--- src/rtl/ov7670_pkg.sv ---
// Shared types and defaults for the OV7670 capture path.
//   capture_state_t : capture FSM states
//   rgb565_t        : one RGB565 pixel, first camera byte in [15:8]
//   pixel_word_t    : FIFO entry, pixel plus start-of-frame / end-of-line tags
package ov7670_pkg;

   typedef enum logic [1:0] {
      IDLE,
      VBLANK,
      ACTIVE
   } capture_state_t;

   typedef logic [15:0] rgb565_t;

   typedef struct packed {
      logic    sof;
      logic    eol;
      rgb565_t rgb;
   } pixel_word_t;

   localparam int unsigned PIXEL_WORD_W = $bits(pixel_word_t);
   localparam int unsigned DEF_H_PIXELS = 320;
   localparam int unsigned DEF_V_LINES  = 240;

endpackage

--- src/rtl/ov7670_pixel_capture_fifo.sv ---
// Synchronous show-ahead FIFO of packed pixel words.
//   clk, reset : system clock, synchronous active-high reset (empties the FIFO)
//   push, din  : write request and word; accepted when not full, or when full
//                with a pop in the same cycle
//   full       : DEPTH entries held
//   pop        : consume the word on dout (ignored when empty)
//   dout       : oldest entry, valid whenever empty is low
//   empty      : no entries held
module pixel_fifo
   import ov7670_pkg::*;
#(
   parameter int unsigned DEPTH = 16
) (
   input  logic                    clk,
   input  logic                    reset,
   input  logic                    push,
   input  logic [PIXEL_WORD_W-1:0] din,
   output logic                    full,
   input  logic                    pop,
   output logic [PIXEL_WORD_W-1:0] dout,
   output logic                    empty
);

   localparam int unsigned AW = $clog2(DEPTH);

   logic [PIXEL_WORD_W-1:0] mem_q [DEPTH];
   logic [AW:0]             wr_ptr_d, wr_ptr_q;
   logic [AW:0]             rd_ptr_d, rd_ptr_q;
   logic                    wr_en;
   logic                    rd_en;

   // Pointers carry one extra wrap bit so full and empty are distinguishable.
   assign empty = (wr_ptr_q == rd_ptr_q);
   assign full  = (wr_ptr_q[AW] != rd_ptr_q[AW]) &&
                  (wr_ptr_q[AW-1:0] == rd_ptr_q[AW-1:0]);
   assign rd_en = pop & ~empty;
   // When full, the slot being written is the one being read out this cycle.
   assign wr_en = push & (~full | rd_en);
   assign dout  = mem_q[rd_ptr_q[AW-1:0]];

   always_comb begin
      wr_ptr_d = wr_ptr_q;
      rd_ptr_d = rd_ptr_q;
      if (wr_en) wr_ptr_d = wr_ptr_q + 1'b1;
      if (rd_en) rd_ptr_d = rd_ptr_q + 1'b1;
   end

   always_ff @(posedge clk) begin
      if (reset) begin
         wr_ptr_q <= '0;
         rd_ptr_q <= '0;
      end else begin
         wr_ptr_q <= wr_ptr_d;
         rd_ptr_q <= rd_ptr_d;
      end
   end

   always_ff @(posedge clk) begin
      if (wr_en && !reset) mem_q[wr_ptr_q[AW-1:0]] <= din;
   end

endmodule

--- src/rtl/ov7670_pixel_capture.sv ---
// OV7670 parallel-bus capture: oversamples pclk/href/vsync/data in the clk
// domain, pairs bytes into RGB565 pixels tagged with sof/eol, and buffers
// them behind a valid/ready stream.
//   clk, reset        : system clock (>= 4x pclk), synchronous active-high reset
//   vsync, href, pclk : camera timing, asynchronous, all oversampled
//   cam_data          : camera byte, synchronised with the same depth
//   pixel_data/sof/eol: stream word, held while valid & ~ready
//   pixel_valid/ready : stream handshake, transfer when both high
//   frame_active      : capture FSM in ACTIVE
//   line_count        : lines completed in the current frame (saturates)
//   overflow          : sticky, a pixel was dropped on a full FIFO
//   line_error        : sticky, bad line length, odd byte count or bad line total
module ov7670_pixel_capture
   import ov7670_pkg::*;
#(
   parameter int unsigned FIFO_DEPTH  = 16,
   parameter int unsigned H_PIXELS    = DEF_H_PIXELS,
   parameter int unsigned V_LINES     = DEF_V_LINES,
   parameter int unsigned SYNC_STAGES = 2
) (
   input  logic        clk,
   input  logic        reset,
   input  logic        vsync,
   input  logic        href,
   input  logic        pclk,
   input  logic [7:0]  cam_data,
   output logic [15:0] pixel_data,
   output logic        pixel_sof,
   output logic        pixel_eol,
   output logic        pixel_valid,
   input  logic        pixel_ready,
   output logic        frame_active,
   output logic [8:0]  line_count,
   output logic        overflow,
   output logic        line_error
);

   localparam int unsigned  PCW     = $clog2(H_PIXELS + 1) + 1;
   localparam logic [PCW-1:0] H_LAST  = PCW'(H_PIXELS - 1);
   localparam logic [PCW-1:0] H_TOTAL = PCW'(H_PIXELS);
   localparam logic [8:0]     V_TOTAL = 9'(V_LINES);

   // Synchroniser chain, one 11-bit lane {vsync, href, pclk, data} per stage
   logic [SYNC_STAGES-1:0][10:0] sync_d, sync_q;
   logic [2:0]     edge_d, edge_q;
   logic           vsync_s, href_s, pclk_s;
   logic [7:0]     data_s;
   logic           pclk_rise, href_fall, vsync_rise, vsync_fall;

   capture_state_t state_d, state_q;
   logic           phase_d, phase_q;
   logic [7:0]     hi_d, hi_q;
   logic [PCW-1:0] pix_cnt_d, pix_cnt_q;
   logic [8:0]     line_cnt_d, line_cnt_q;
   logic           sof_arm_d, sof_arm_q;
   logic           push_d, push_q;
   pixel_word_t    word_d, word_q;
   logic           overflow_d, overflow_q;
   logic           line_err_d, line_err_q;

   logic           fifo_full, fifo_empty, fifo_pop;
   pixel_word_t    fifo_dout;

   assign vsync_s = sync_q[SYNC_STAGES-1][10];
   assign href_s  = sync_q[SYNC_STAGES-1][9];
   assign pclk_s  = sync_q[SYNC_STAGES-1][8];
   assign data_s  = sync_q[SYNC_STAGES-1][7:0];

   assign pclk_rise  = pclk_s & ~edge_q[0];
   assign href_fall  = ~href_s & edge_q[1];
   assign vsync_rise = vsync_s & ~edge_q[2];
   assign vsync_fall = ~vsync_s & edge_q[2];

   assign fifo_pop = ~fifo_empty & pixel_ready;

   always_comb begin
      sync_d = {sync_q[SYNC_STAGES-2:0], {vsync, href, pclk, cam_data}};
      edge_d = {vsync_s, href_s, pclk_s};
   end

   // Capture and line bookkeeping look at state_q, so a vsync edge landing
   // on the same cycle as a capture changes state only on the next cycle.
   always_comb begin
      state_d    = state_q;
      phase_d    = phase_q;
      hi_d       = hi_q;
      pix_cnt_d  = pix_cnt_q;
      line_cnt_d = line_cnt_q;
      sof_arm_d  = sof_arm_q;
      push_d     = 1'b0;
      word_d     = word_q;
      overflow_d = overflow_q;
      line_err_d = line_err_q;

      if (state_q == ACTIVE && pclk_rise && href_s) begin
         if (!phase_q) begin
            hi_d    = data_s;
            phase_d = 1'b1;
         end else begin
            phase_d    = 1'b0;
            push_d     = 1'b1;
            word_d.sof = sof_arm_q;
            word_d.eol = (pix_cnt_q == H_LAST);
            word_d.rgb = {hi_q, data_s};
            // Disarmed even if this pixel is later dropped on overflow.
            sof_arm_d  = 1'b0;
            if (pix_cnt_q >= H_TOTAL) line_err_d = 1'b1;
            if (pix_cnt_q != '1) pix_cnt_d = pix_cnt_q + 1'b1;
         end
      end

      if (state_q == ACTIVE && href_fall) begin
         if (phase_q) line_err_d = 1'b1;
         if (pix_cnt_q != H_TOTAL) line_err_d = 1'b1;
         phase_d   = 1'b0;
         pix_cnt_d = '0;
         if (line_cnt_q != '1) line_cnt_d = line_cnt_q + 1'b1;
      end

      case (state_q)
         IDLE: begin
            if (vsync_rise) state_d = VBLANK;
         end
         VBLANK: begin
            if (vsync_fall) begin
               state_d    = ACTIVE;
               line_cnt_d = '0;
               pix_cnt_d  = '0;
               phase_d    = 1'b0;
               sof_arm_d  = 1'b1;
            end
         end
         ACTIVE: begin
            if (vsync_rise) begin
               state_d = VBLANK;
               if (line_cnt_q != V_TOTAL) line_err_d = 1'b1;
            end
         end
         default: state_d = IDLE;
      endcase

      if (push_q && fifo_full && !fifo_pop) overflow_d = 1'b1;
   end

   always_ff @(posedge clk) begin
      if (reset) begin
         sync_q     <= '0;
         edge_q     <= '0;
         state_q    <= IDLE;
         phase_q    <= 1'b0;
         hi_q       <= '0;
         pix_cnt_q  <= '0;
         line_cnt_q <= '0;
         sof_arm_q  <= 1'b0;
         push_q     <= 1'b0;
         word_q     <= '0;
         overflow_q <= 1'b0;
         line_err_q <= 1'b0;
      end else begin
         sync_q     <= sync_d;
         edge_q     <= edge_d;
         state_q    <= state_d;
         phase_q    <= phase_d;
         hi_q       <= hi_d;
         pix_cnt_q  <= pix_cnt_d;
         line_cnt_q <= line_cnt_d;
         sof_arm_q  <= sof_arm_d;
         push_q     <= push_d;
         word_q     <= word_d;
         overflow_q <= overflow_d;
         line_err_q <= line_err_d;
      end
   end

   pixel_fifo #(
      .DEPTH (FIFO_DEPTH)
   ) u_fifo (
      .clk   (clk),
      .reset (reset),
      .push  (push_q),
      .din   (word_q),
      .full  (fifo_full),
      .pop   (fifo_pop),
      .dout  (fifo_dout),
      .empty (fifo_empty)
   );

   // Stale FIFO storage is masked so the stream reads all-zero when idle.
   assign pixel_valid  = ~fifo_empty;
   assign pixel_data   = fifo_empty ? '0 : fifo_dout.rgb;
   assign pixel_sof    = ~fifo_empty & fifo_dout.sof;
   assign pixel_eol    = ~fifo_empty & fifo_dout.eol;
   assign frame_active = (state_q == ACTIVE);
   assign line_count   = line_cnt_q;
   assign overflow     = overflow_q;
   assign line_error   = line_err_q;

endmodule
--- config.mk ---
export PLATFORM = sky130hd
export DESIGN_NAME = ov7670_pixel_capture
export DESIGN_NICKNAME = d
export VERILOG_FILES = /design/src/rtl/ov7670_pkg.sv /design/src/rtl/ov7670_pixel_capture_fifo.sv /design/src/rtl/ov7670_pixel_capture.sv
export SDC_FILE = /design/constraint.sdc
export NUM_CORES = 1
export LEC_CHECK = 0
export CAP_MARGIN = 20
export CORE_MARGIN = 2
export CORE_UTILIZATION = 50
export DETAILED_ROUTE_END_ITERATION = 7
export GPL_TIMING_DRIVEN = 0
export PLACE_DENSITY_LB_ADDON = 0.08
export SYNTH_ARGS = -nofsm -noshare
export SYNTH_HDL_FRONTEND = slang
export SYNTH_SLANG_ARGS = --single-unit
--- constraint.sdc ---
create_clock -name clk -period 4.4 [get_ports clk]
set_input_delay 0.88 -clock clk [delete_from_list [all_inputs] [get_ports clk]]
set_output_delay 0.88 -clock clk [all_outputs]
set_load 0.03 [all_outputs]
==> results.md, run 1 <==
- The placer's final routability congestion estimate is 0.8838.
- The number of buffers on the longest clock path is 3.
- The overall routing resource usage is 20.16%.
- For the pin with the worst max-slew slack, the measured transition is 0.9762 ns.
- Setup repair after global routing left no endpoint under its margin.
- The post-cts sizing count is 0.
- The number of cells in the finished layout apart from fillers is 1,384.
- On the worst path, the slowest cell contributes a delay of ~0.72 ns.
- The detailed-placement wirelength estimate is 20,740 microns.
- Of all nets on the critical path, the largest fanout is 10.
- The number of maximum-capacitance violations is 0.
- The net total in the final layout is approximately 990.
- The critical path is of the flop to primary output type.
- The number of placed instances with taps included is 1,310.
- The number of nets handed over by synthesis was between 800 and 900.
- The clock tree from TritonCTS is built.
- The cell row count is 62.
- The worst hold path begins at sync_d[21].
- The buffer cell driving the clock tree root is clkbuf_16.
- The synthesized area is 14,670 sq um.
- Across all layers, the routed design uses 7,914 vias.
- The cell class contributing the biggest share of worst-path delay is buffers and inverters.
- Across all register-to-register paths, the minimum setup slack is 1.43 ns.
- The number of buffers added on ports is between 40 and 50.
- After synthesis the netlist holds a flip-flop and latch count of 379.
- The number of buffers and inverters on the critical path is 3.
- The logic depth of the worst path, buffers included is 6.
- The Yosys step of the flow raised 0 warnings.
- Counting distinct cell types in the post-synthesis netlist gives 61.
- 45 I/O pins were placed.
- The critical path required time is 3.52 ns.
- The min-delay analysis places its worst path in the category flop to flop.
- The final antenna-violating net count is 0.
- The cell count after synthesis is 854.
- At the end of the flow the core is filled with cells to 59.87%.
- Each instance of the synthesized netlist takes up on average roughly 17 sq um.
- The initial utilization of the core area, before any placement, comes to 50.96%.
- Among all cell types in the netlist, the one instantiated most often is edfxtp_1.
- The number of endpoints failing setup at the final stage is 0.
- Clock latency on the worst-skew pair, taken at its later pin, is ~0.53 ns.
- The reg-to-reg critical path endpoint is u_fifo.mem_q[4][6].
- The commonest cells after synthesis are edfxtp_1 (288), dfxtp_1 (91), mux4_2 (72).
- The largest individual stage delay along the critical path comes from the cell clkdlybuf4s50_1.
- The time the final worst path needs with I/O delays and setup is 4.049 ns.
- The wire length of the first global-routing pass is 47,110 microns.
- The critical path goes through and2_1 > clkbuf_1 > clkbuf_1 > a22oi_1 > a21oi_1 > clkdlybuf4s50_1.
- The worst setup path endpoint is pixel_data[13].
- The number of antenna violations at the first check in global routing is 0.
- The clock input transition at the sequential cells of the worst setup and hold paths is 0.06 ns.
- The clock sink count is 379.
- The violation count after the first detailed-route iteration is around 600.
- After detailed routing, the average wire length per cell comes to 21.76 microns.
- Relative to the synthesized area, the layout overhead comes to 17.49%.
- The most numerous cell type found on the critical path is clkbuf_1.
- The count of unresolved DRC violations after routing is 0.
- The clock arrives with 0.02364 ns of skew.
- The largest total area in the synthesized netlist belongs to edfxtp_1.
- Yosys attributes the largest share of cell area to edfxtp_1 (59%), dfxtp_1 (12%), mux4_2 (11%).
- The number of enable flip-flop cells after synthesis is ~290.
- The number of clock buffers added by TritonCTS is 40.
- The first TritonRoute pass finished after 7 iterations.
- Entering global routing, the biggest net connects 18 pins.
- Across the VDD grid, the largest voltage drop is 239.2 uV.
- The final global-route overflow total is 0.
- The most used flip-flop cell after synthesis is edfxtp_1.
- The async set-reset flop share out of synthesis is 0%.
- The number of endpoints with negative hold slack in the final report came to 0.
- The via count of the first global-routing pass came to 8,237.
- The maximum operating frequency is between 0.2 and 0.25 GHz.
- The analysis attributes to cell leakage a power of 5.486 nW.
- The startpoint of the lowest-slack register-to-register path is u_fifo.rd_ptr_q[4].
- The number of setup buffers added after CTS is 0.
- Using the TritonRoute via totals, the vias-per-cell ratio works out to 5.718.
- The share of synthesized area in the top cell type comes to around three fifths.
- The smallest hold slack is between 0.4 and 0.5 ns.
- In the final layout, the share of cells above drive strength 1 is 21.50%.
- The flow ran to the end, and the final reports show no timing, DRC or antenna violations.
- The placeable core area is between 20,000 and 30,000 sq um.
- The count of hold-fix buffers inserted at cts is 0.
- Counting instances, the worst hold path has a depth of 1.
- The final critical-path share of the clock period is 92.03%.
- The worst setup path is captured at a primary output.
- The total routed wirelength is 30,110 microns.
- The die covers 30,720 sq um.
- Measured against its own limit, the worst slew margin works out to 34.37%.
- The number of diodes is 0.
- The data arrival time at the worst-slack endpoint is about 3.2 ns.
- Summing the sequential cell areas from Yosys gives a little under three quarters of the chip area.
- The die boundary width is 175.3 microns.
- The logic depth of the worst register-to-register path is 7.
- STA classifies the critical path startpoint as a flop.
- In this run the number of H-tree levels came out at 2.
- The count of pins over their slew limit came to 0.
- The y dimension of the die is approximately 180 microns.
- Power spread over the standard cell area amounts to 415.7 nW/um^2.
-- flip-flops by register name, indices dropped and copies added (netlist names), named ones only --
register and cells:
phase_q 1, pix_cnt_q 10, state_q 2, data_s 8, line_count 9, u_fifo.mem_q 288, sync_d 11, sof_arm_q 1
edge_q 3, edge_d 3, u_fifo.wr_ptr_q 5, overflow 1, u_fifo.rd_ptr_q 5, line_error 1, hi_q 8, push_q 1
word_q 18
-- power by group --
part / internal [mW] / switching [mW]
combinational: 0.0213 / 0.0249
clock: 1.99 / 1.31
sequential: 3.81 / 0.00580
total: 5.82 / 1.34
-- per-stage QoR --
stage / worst slack (ns) / instance area, sq um / total power, mW / TNS (ns)
finish: 0.3508 / 17230 / 7.163 / 0
detailed placement: 0.7759 / 15930 / 3.935 / 0
global route: 0.1886 / 17230 / 7.380 / 0
CTS: 0.2903 / 17230 / 7.234 / 0
floorplan: 0.9364 / 14670 / 3.910 / 0
global placement: -1.196 / 15590 / 3.932 / -185.41
-- worst min path at each step --
stage | endpoint
floorplan | data_s[0]
global placement | edge_d[2]
detailed placement | edge_d[2]
CTS | edge_d[2]
global route | edge_d[2]
finish | edge_d[2]
-- layout by cell type, fill, tap and decap left out, drive strengths merged, types with 4 or more instances in the layout --
cell,n
clkbuf,80
bufinv,4
buf,52
nor4,11
nand2b,4
nor2b,32
mux2,7
and4,4
nor3,15
o31ai,7
nand4,4
inv,18
a31oi,6
a21oi,36
o21ai,5
ha,11
xnor2,8
nor2,51
clkdlybuf4s50,44
and2,5
mux4,72
and3,4
a22oi,36
mux2i,26
dfxtp,91
nand2,20
edfxtp,288
clkinv,9
or4,4
nand3,14
-- kinds of logic (layout without fill, tap and decap cells) --
kind of cell / Yosys count / count (layout) / share of synthesized area (%)
adder cells (fa/ha/maj): 11 / 11 / 0.9384
XOR/XNOR: 8 / 8 / 0.4778
flip-flops: 379 / 379 / 71.39
multiplexers: 105 / 105 / 13.37
AO/OA/AOI/OAI: 109 / 109 / 5.076
buffers and inverters: 63 / 209 / 2.082
AND/OR/NAND/NOR: 179 / 179 / 6.671
-- layer usage --
metal | wire length (microns) | up-vias | share of wire, % | global-route usage [%]
met5 | 0 | - | 0 | 0
met4 | 516 | 0 | 1.7 | 5.000
met3 | 1318 | 42 | 4.4 | 2.727
met2 | 15520 | 204 | 52 | 34.81
met1 | 12760 | 4044 | 42 | 27.30
li1 | - | 3624 | - | -
-- cell type report --
| class | instances | area [sq um] |
|---|---|---|
| repair buffers | 72 | 691.9 |
| clock buffers | 56 | 1102 |
| plain buffers | 48 | 249.0 |
| multi-input cells | 412 | 3981 |
| fillers | 2154 | 11550 |
| clock inverters | 18 | 200.2 |
| inverters | 15 | 56.30 |
| flip-flops and latches | 379 | 10470 |
| well taps | 384 | 480.5 |
-- worst register-to-register path, delay by kind of cell, from the launching register on --
kind	cells	cell delay [ns]
and+or+nand+nor	2	1.01
AOI/OAI and AO/OA	1	0.15
DFF	1	0.33
buffers and inverters	3	0.74
xor gates and xnor gates	1	0.46
No activity file was read; power rests on OpenSTA's default activity.
==> run 2, diff against run 1 <==
CELL_PAD_IN_SITES_DETAIL_PLACEMENT = 0   (was default)
CELL_PAD_IN_SITES_GLOBAL_PLACEMENT = 1   (was default)
CORE_UTILIZATION = 48   (was 50)
clock period = 3.7 ns   (was 4.4 ns; I/O delays follow)
==> run 2 against run 1 <==
Against the previous run: global-route usage grew 0.25 points; clock skew is 0.012 ns lower; critical path depth did not move; sequential share of layout area hardly changed; clock power up 7.6%; non-clock buffer count rose by 4; final cell count is 0.87% higher; sequential cell count unchanged; count of clock-buffer cells in the layout is 3 lower; routed wire length grew 4.1%; core utilization fell by 3.1 points; critical path type unchanged.
==> results.md, run 2 (same netlist as run 1, synthesis figures left out) <==
- The flow ran to the end, and the final reports show no timing, DRC or antenna violations.
- The worst path in the final design needs a cycle of approximately 3.6 ns, including I/O delays and setup.
- The overall via count from detail_route is 7,919 (+0.063%).
- The number of antenna violations at the first check in global routing is 0 (unchanged).
- The final critical-path share of the clock period is 96.87%.
- The switching part of the total is 19.17% (+0.41 points).
- The y dimension of the die came to 178.8 microns (+2.0%).
- The layout filler cell count is 2,325 (+7.9%).
- The maximum fanout along the worst path is 10 (unchanged).
- The clock input transition at the sequential cells of the worst setup and hold paths came to 0.06 ns (about the same).
- The net switching component of the power came to 1.560 mW (+16%).
- The clock network fraction of design power came to 43.6% (-2.5 points).
- The cell at the slowest stage of the critical path is clkdlybuf4s50_1.
- The worst setup path is captured at a primary output.
- The total area of sequential cells is 10,470 sq um (unchanged).
- The number of maximum-capacitance violations is 0 (unchanged).
- The count of hold-fix buffers inserted at cts is 0 (unchanged).
- The die area is 31,970 sq um (+4.1%).
- The via count of the first global-routing pass was 8,287 (+0.61%).
- The post-CTS setup buffer count was 0 (unchanged).
- CTS placed an instance of clkbuf_16 at the clock tree root.
- The placeable core area is 30,350 sq um (+5.5%).
- The cell row count was 64 (+3.2%).
- The pin count of the biggest net entering global routing is 18 (unchanged).
- The critical path required time came to 2.96 ns (-0.56 ns).
- The number of buffers on the longest clock path is 3 (unchanged).
- The violation count after the first detailed-route iteration came to 590 (-1.3%).
- The number of cells in the finished layout apart from fillers is 1,396 (+0.87%).
- The final design utilization is 56.79% (-3.1 points).
- The clock latency reported for the late side of the worst-skew pair came to 0.52 ns (about the same).
- The worst setup path is of the flop to primary output kind.
- In the layout the commonest cells are edfxtp_1 (288), dfxtp_1 (91), mux4_2 (72), nor2_1 (50), clkbuf_16 (40).
- The minimum setup slack among reg-to-reg paths is 0.89 ns (-0.54 ns).
- The final antenna-violating net count is 0 (unchanged).
- The setup clock skew after layout is 0.01117 ns (-0.01247 ns).
- The clock buffer count from CTS is 39 (-2.5%).
- The relative slew slack is 40.94% (+6.6 points).
- The count of unresolved DRC violations after routing is 0 (unchanged).
- The data arrival time at the worst-slack endpoint is 2.84 ns (-0.33 ns).
- The detailed-placement wirelength estimate came to 21,710 microns (+4.7%).
- The leakage dissipation is 5.672 nW (+3.4%).
- The worst-margin pin slew is 0.8786 ns (-0.09765 ns).
- The wire length of the first global-routing pass is 48,390 microns (+2.7%).
- The die boundary width came to 178.8 microns (+2.0%).
- The proportion of layout cells with a drive suffix above 1 is 23.00% (+1.5 points).
- The area growth from synthesis to final layout was 17.52% (about the same).
- Counting stages on the worst path, the most repeated cell is buf_4.
- The overall routing resource usage was 20.41% (+0.25 points).
- The average detailed-routed wire length per instance is 22.45 microns (+3.2%).
- Routed signal wires occupy layers up through met4.
- The count of TritonRoute iterations in the first routing pass is 5 (-2).
- The met2 wire length came to 15,660 microns (+0.95%).
- The routed via count divided by cell count was 5.673 (-0.80%).
- The category of the worst setup path launch point is a flop.
- The net total in the final layout is 996 (+0.30%).
- The startpoint of the lowest-slack register-to-register path is u_fifo.rd_ptr_q[4].
- The signal on the critical path passes through buf_4 > buf_4 > mux4_2 > a22oi_2 > a21oi_1 > clkdlybuf4s50_1.
- The power per cell area is 472.2 nW/um^2 (+14%).
- The number of flip-flops in the largest register came to 288 (unchanged).
- The internal power component is 6.580 mW (+13%).
- The H-tree depth was 2 (unchanged).
- The min-delay analysis places its worst path in the category flop to flop.
- The worst hold path begins at sync_d[14].
- The number of endpoints failing setup at the final stage is 0 (unchanged).
- The combinational share of power came to 0.7% (about the same).
- The clock sink count is 379 (unchanged).
- The number of endpoints with negative hold slack in the final report is 0 (unchanged).
- The met3 layer wire length in the routed design was 1342 microns (+1.8%).
- The initial standard-cell utilization of the core is 48.33% (-2.6 points).
- The placer's final routability congestion estimate is 0.8208 (-7.1%).
- Leaving out fill and tap cells, the most frequent cell in the layout is edfxtp_1.
- The clock tree from TritonCTS is built.
- The number of placed instances with taps included is 1,327 (+1.3%).
- The routed length on met1 is 13,530 microns (+6.0%).
- Derived from the worst setup path, the maximum achievable clock frequency is 0.2790 GHz.
- The sequential group share of total power is 55.7% (+2.5 points).
- The number of diodes is 0 (unchanged).
- The top-level I/O count came to 45 (unchanged).
- The count of pins over their slew limit is 0 (unchanged).
- The area taken by multi-input logic gates came to 3995 sq um (+0.35%).
- The maximum VDD drop was 316.0 uV (+32%).
- The number of buffers added on ports is 44 (unchanged).
- The total negative slack came to 0 ns (unchanged).
- The smallest hold slack is 0.4263 ns (-0.01413 ns).
- The final global-route overflow total was 0 (unchanged).
- The total routed wirelength is 31,340 microns (+4.1%).
- The largest incremental delay on the critical path is 0.61 ns (-0.11 ns).
==> run 2: area by class of cell <==
type                            count  share of cell area, %
Buffer                             47                  1.691
Sequential cell                   379                  60.74
Multi-Input combinational cell    412                  23.18
Inverter                           15                 0.3267
Timing Repair Buffer               77                  4.486
Clock buffer                       53                  6.214
Tap cell                          396                  2.875
Clock inverter                     17                 0.4864
==> run 2: final timing paths <==
check | to | cells after the start
max reg2reg | u_fifo.mem_q[4][8] | 7
max | pixel_data[3] | 6
min | data_s[3] | 1
min reg2reg | data_s[3] | 1
==> run 2: critical path: cells and delay by family (launching register included) <==
family / cells / cell delay, ns
AOI/OAI and AO/OA: 2 / 0.40
buffers and inverters: 3 / 1.09
DFF: 1 / 0.31
muxes: 1 / 0.53
==> run 2: through the flow <==
| step | cell area, sq um | setup WS [ns] | power, mW |
|---|---|---|---|
| floorplan | 14670 | 0.3487 | 4.650 |
| global placement | 15600 | -1.914 | 4.678 |
| detailed placement | 16010 | 0.1670 | 4.680 |
| CTS | 17210 | 0.004110 | 8.219 |
| global route | 17240 | -0.008807 | 8.403 |
| finish | 17240 | 0.1157 | 8.140 |
==> run 2: layer usage <==
layer	vias to the layer above	global-route usage, %
li1	3636	-
met1	4024	27.35
met2	207	34.60
met3	52	2.905
met4	0	6.504
met5	-	0
==> run 2: repair_timing <==
action	CTS	global route
endpoints found under the hold margin	0	0
setup endpoints to repair	18	9
gates resized for setup	30	13
==> run 2: power by group through the flow <==
stage / Sequential, mW / Combinational, mW / Clock (mW)
2_1_floorplan: 4.62 / 0.0294 / 0
3_3_place_gp: 4.62 / 0.0543 / 0
3_5_place_dp: 4.62 / 0.0564 / 0
4_1_cts: 4.53 / 0.0566 / 3.63
5_1_grt: 4.53 / 0.0614 / 3.81
6_report: 4.53 / 0.0550 / 3.55
==> run 3, diff against run 2 <==
CORE_MARGIN = default   (was 2)
PLACE_DENSITY = 0.8   (was default)
PLACE_DENSITY_LB_ADDON = default   (was 0.08)
==> run 3 against run 2 <==
Against the previous run: register-to-register slack worse by 0.07 ns; clock skew is 0.0097 ns higher; setup slack worse by 0.015 ns; first-iteration DRC count is 43% higher; worst hold slack better by 0.0070 ns; non-clock buffer count is 2 lower; global-route usage is 0.082 points lower; maximum frequency is 0.41% lower; final cell count is 0.93% lower; design area is 0.15% higher; die area is 2.2% lower; critical path type unchanged; critical endpoint is now pixel_data[8].
==> results.md, run 3 (same netlist as run 1, synthesis figures left out) <==
- The maximum operating frequency came to 0.2778 GHz (-0.41%).
- The sequential group share of total power is 54.7% (-1.0 points).
- The cell row count is 63 (-1.6%).
- The maximum VDD drop is 272.5 uV (-14%).
- The overall routing resource usage is 20.32% (-0.082 points).
- The proportion of layout cells with a drive suffix above 1 is 23.26% (+0.26 points).
- The leakage dissipation is 5.678 nW (+0.11%).
- The maximum fanout along the worst path is 10 (unchanged).
- The routed via count divided by cell count is 5.744 (+1.3%).
- The placeable core area is 29,870 sq um (-1.6%).
- The area taken by multi-input logic gates is 3994 sq um (about the same).
- In the layout the commonest cells are edfxtp_1 (288), dfxtp_1 (91), mux4_2 (72), nor2_1 (50), clkbuf_16 (40).
- Setup repair after global routing could not meet its margin everywhere.
- The post-cts sizing count is 31 (+3.3%).
- The relative slew slack was 33.22% (-7.7 points).
- The top-level I/O count is 45 (unchanged).
- The placement-stage worst setup slack is 0.1702 ns (+0.003209 ns).
- The clock input transition at the sequential cells of the worst setup and hold paths is 0.06 ns (about the same).
- The post-CTS setup buffer count is 0 (unchanged).
- The library cell used most frequently in the layout, excluding fill and tap cells, is edfxtp_1.
- The total negative slack is 0 ns (unchanged).
- The setup clock skew after layout came to 0.02090 ns (+0.009730 ns).
- The logic depth of the worst register-to-register path is 6 (-1).
- The average detailed-routed wire length per instance is 21.94 microns (-2.3%).
- The count of TritonRoute iterations in the first routing pass is 5 (unchanged).
- The time the final worst path needs with I/O delays and setup is 3.599 ns (+0.01485 ns).
- The number of endpoints failing setup at the final stage came to 0 (unchanged).
- The placer's final routability congestion estimate is 0.7675 (-6.5%).
- The count of hold-fix buffers inserted at cts is 0 (unchanged).
- The startpoint-to-endpoint class of the critical path is flop to primary output.
- The minimum setup slack among reg-to-reg paths was 0.82 ns (-0.07 ns).
- The clock tree from TritonCTS is built.
- The violation count after the first detailed-route iteration was 841 (+43%).
- The net switching component of the power is 1.580 mW (+1.3%).
- The layout filler cell count is 2,205 (-5.2%).
- The count of unresolved DRC violations after routing came to 0 (unchanged).
- The worst-margin pin slew is 0.9935 ns (+0.1149 ns).
- The final critical-path share of the clock period came to 97.27% (+0.40 points).
- The final antenna-violating net count was 0 (unchanged).
- The number of buffers on the longest clock path is 3 (unchanged).
- The clock buffer count from CTS is 38 (-2.6%).
- The run finished with clean final reports.
- The buffer cell driving the clock tree root is clkbuf_16.
- The area growth from synthesis to final layout is 17.69%.
- The net total in the final layout came to 993 (-0.30%).
- The number of placed instances with taps included is 1,318 (-0.68%).
- The number of cells in the finished layout apart from fillers is 1,383 (-0.93%).
- The pin count of the biggest net entering global routing came to 18 (unchanged).
- The number of endpoints with negative hold slack in the final report was 0 (unchanged).
- The critical path required time is 2.96 ns (about the same).
- The combinational share of power is 0.7% (about the same).
- The internal power component is 6.700 mW (+1.8%).
- The count of pins over their slew limit is 0 (unchanged).
- The die area is 31,260 sq um (-2.2%).
- The total routed wirelength is 30,340 microns (-3.2%).
- STA classifies the critical path startpoint as a flop.
- The data arrival time at the worst-slack endpoint is 2.86 ns (+0.02 ns).
- The power per cell area is 479.7 nW/um^2 (+1.6%).
- The die boundary width came to 176.8 microns (-1.1%).
- The overall via count from detail_route was 7,944 (+0.32%).
- The number of maximum-capacitance violations was 0 (unchanged).
- The clock latency reported for the late side of the worst-skew pair came to 0.53 ns (about the same).
- The y dimension of the die is 176.8 microns (-1.1%).
- The startpoint identified for the worst register-to-register timing path is u_fifo.rd_ptr_q[4].
- Following the worst setup path forward leads to its endpoint at pixel_data[8].
- The sort of element at the end of the critical path is a primary output.
- The initial standard-cell utilization of the core is 49.09% (+0.77 points).
- The switching part of the total is 19.08% (-0.089 points).
- The clock sink count is 379 (unchanged).
- The number of antenna violations at the first check in global routing came to 0 (unchanged).
- The worst hold path class is flop to flop.
- The wire length of the first global-routing pass came to 47,310 microns (-2.2%).
- The number of buffers added on ports is 44 (unchanged).
- The via count of the first global-routing pass was 8,065 (-2.7%).
- The detailed-placement wirelength estimate is 20,240 microns (-6.8%).
- The final global-route overflow total is 0 (unchanged).
- The reg-to-reg critical path endpoint is u_fifo.mem_q[4][14].
- The clock network fraction of design power is 44.6% (+1.0 points).
- The number of flip-flops in the largest register is 288 (unchanged).
- The H-tree depth came to 2 (unchanged).
- The total area of sequential cells is 10,470 sq um (unchanged).
- The number of diodes is 0 (unchanged).
- The final worst setup slack was 0.1009 ns (-0.01485 ns).
run 3: cell types whose count changed in the layout (fill, tap and decap cells not counted), sizes merged:
cell	before	now
inv	17	15
clkinv	13	14
dlygate4sd2	5	3
clkdlybuf4s50	31	33
bufinv	0	2
clkbuf	76	71
buf	57	54
run 3: worst min path at each step:
| stage | start | endpoint | slack (ns) | depth (start not counted) |
|---|---|---|---|---|
| 3_5_place_dp | sync_d[18] | data_s[7] | 0.42 | 1 |
| 3_3_place_gp | sync_d[21] | edge_d[2] | 0.42 | 1 |
| 5_1_grt | sync_d[15] | data_s[4] | 0.46 | 1 |
| 4_1_cts | sync_d[14] | data_s[3] | 0.44 | 1 |
| 2_1_floorplan | sync_d[11] | data_s[0] | 0.41 | 1 |
| 6_report | sync_d[14] | data_s[3] | 0.43 | 1 |
run 3: area by class of cell:
cell class	instances	share of cell area, %
flip-flops and latches	379	60.65
multi-input cells	412	23.14
clock buffers	47	6.067
repair buffers	74	4.277
well taps	390	2.827
plain buffers	48	1.790
clock inverters	18	0.9206
inverters	15	0.3262
run 3: worst max-delay path, stage by stage (launching register included):
cell and delay [ns]:
dfxtp_1 0.31, buf_4 0.22, buf_6 0.23, mux4_2 0.53
a22oi_1 0.32, a21oi_1 0.12, clkdlybuf4s50_1 0.61
run 3: layer usage:
layer / vias up / wire length [microns] / global-route usage, %
li1: 3609 / - / -
met1: 4041 / 13000 / 28.20
met2: 247 / 15030 / 33.76
met3: 47 / 1762 / 2.792
met4: 0 / 546 / 5.603
met5: - / 0 / 0
run 3: power groups by stage:
stage | combinational [mW] | sequential, mW | clock (mW)
detailed placement | 0.0558 | 4.62 | 0
CTS | 0.0560 | 4.53 | 3.74
finish | 0.0548 | 4.53 | 3.69
global route | 0.0617 | 4.53 | 3.91
floorplan | 0.0294 | 4.62 | 0
global placement | 0.0548 | 4.62 | 0
run 3: metrics by stage:
step                      cell area (sq um)  util (%)  power [mW]  hold WS [ns]
final                                 17260     57.78       8.280        0.4333
after global routing                  17260     57.78       8.507        0.4616
after CTS                             17230     57.67       8.332        0.4378
after detailed placement              15970     53.44       4.679        0.4226
after global placement                15600     52.20       4.678        0.4185
after floorplan                       14670         -       4.650        0.4138
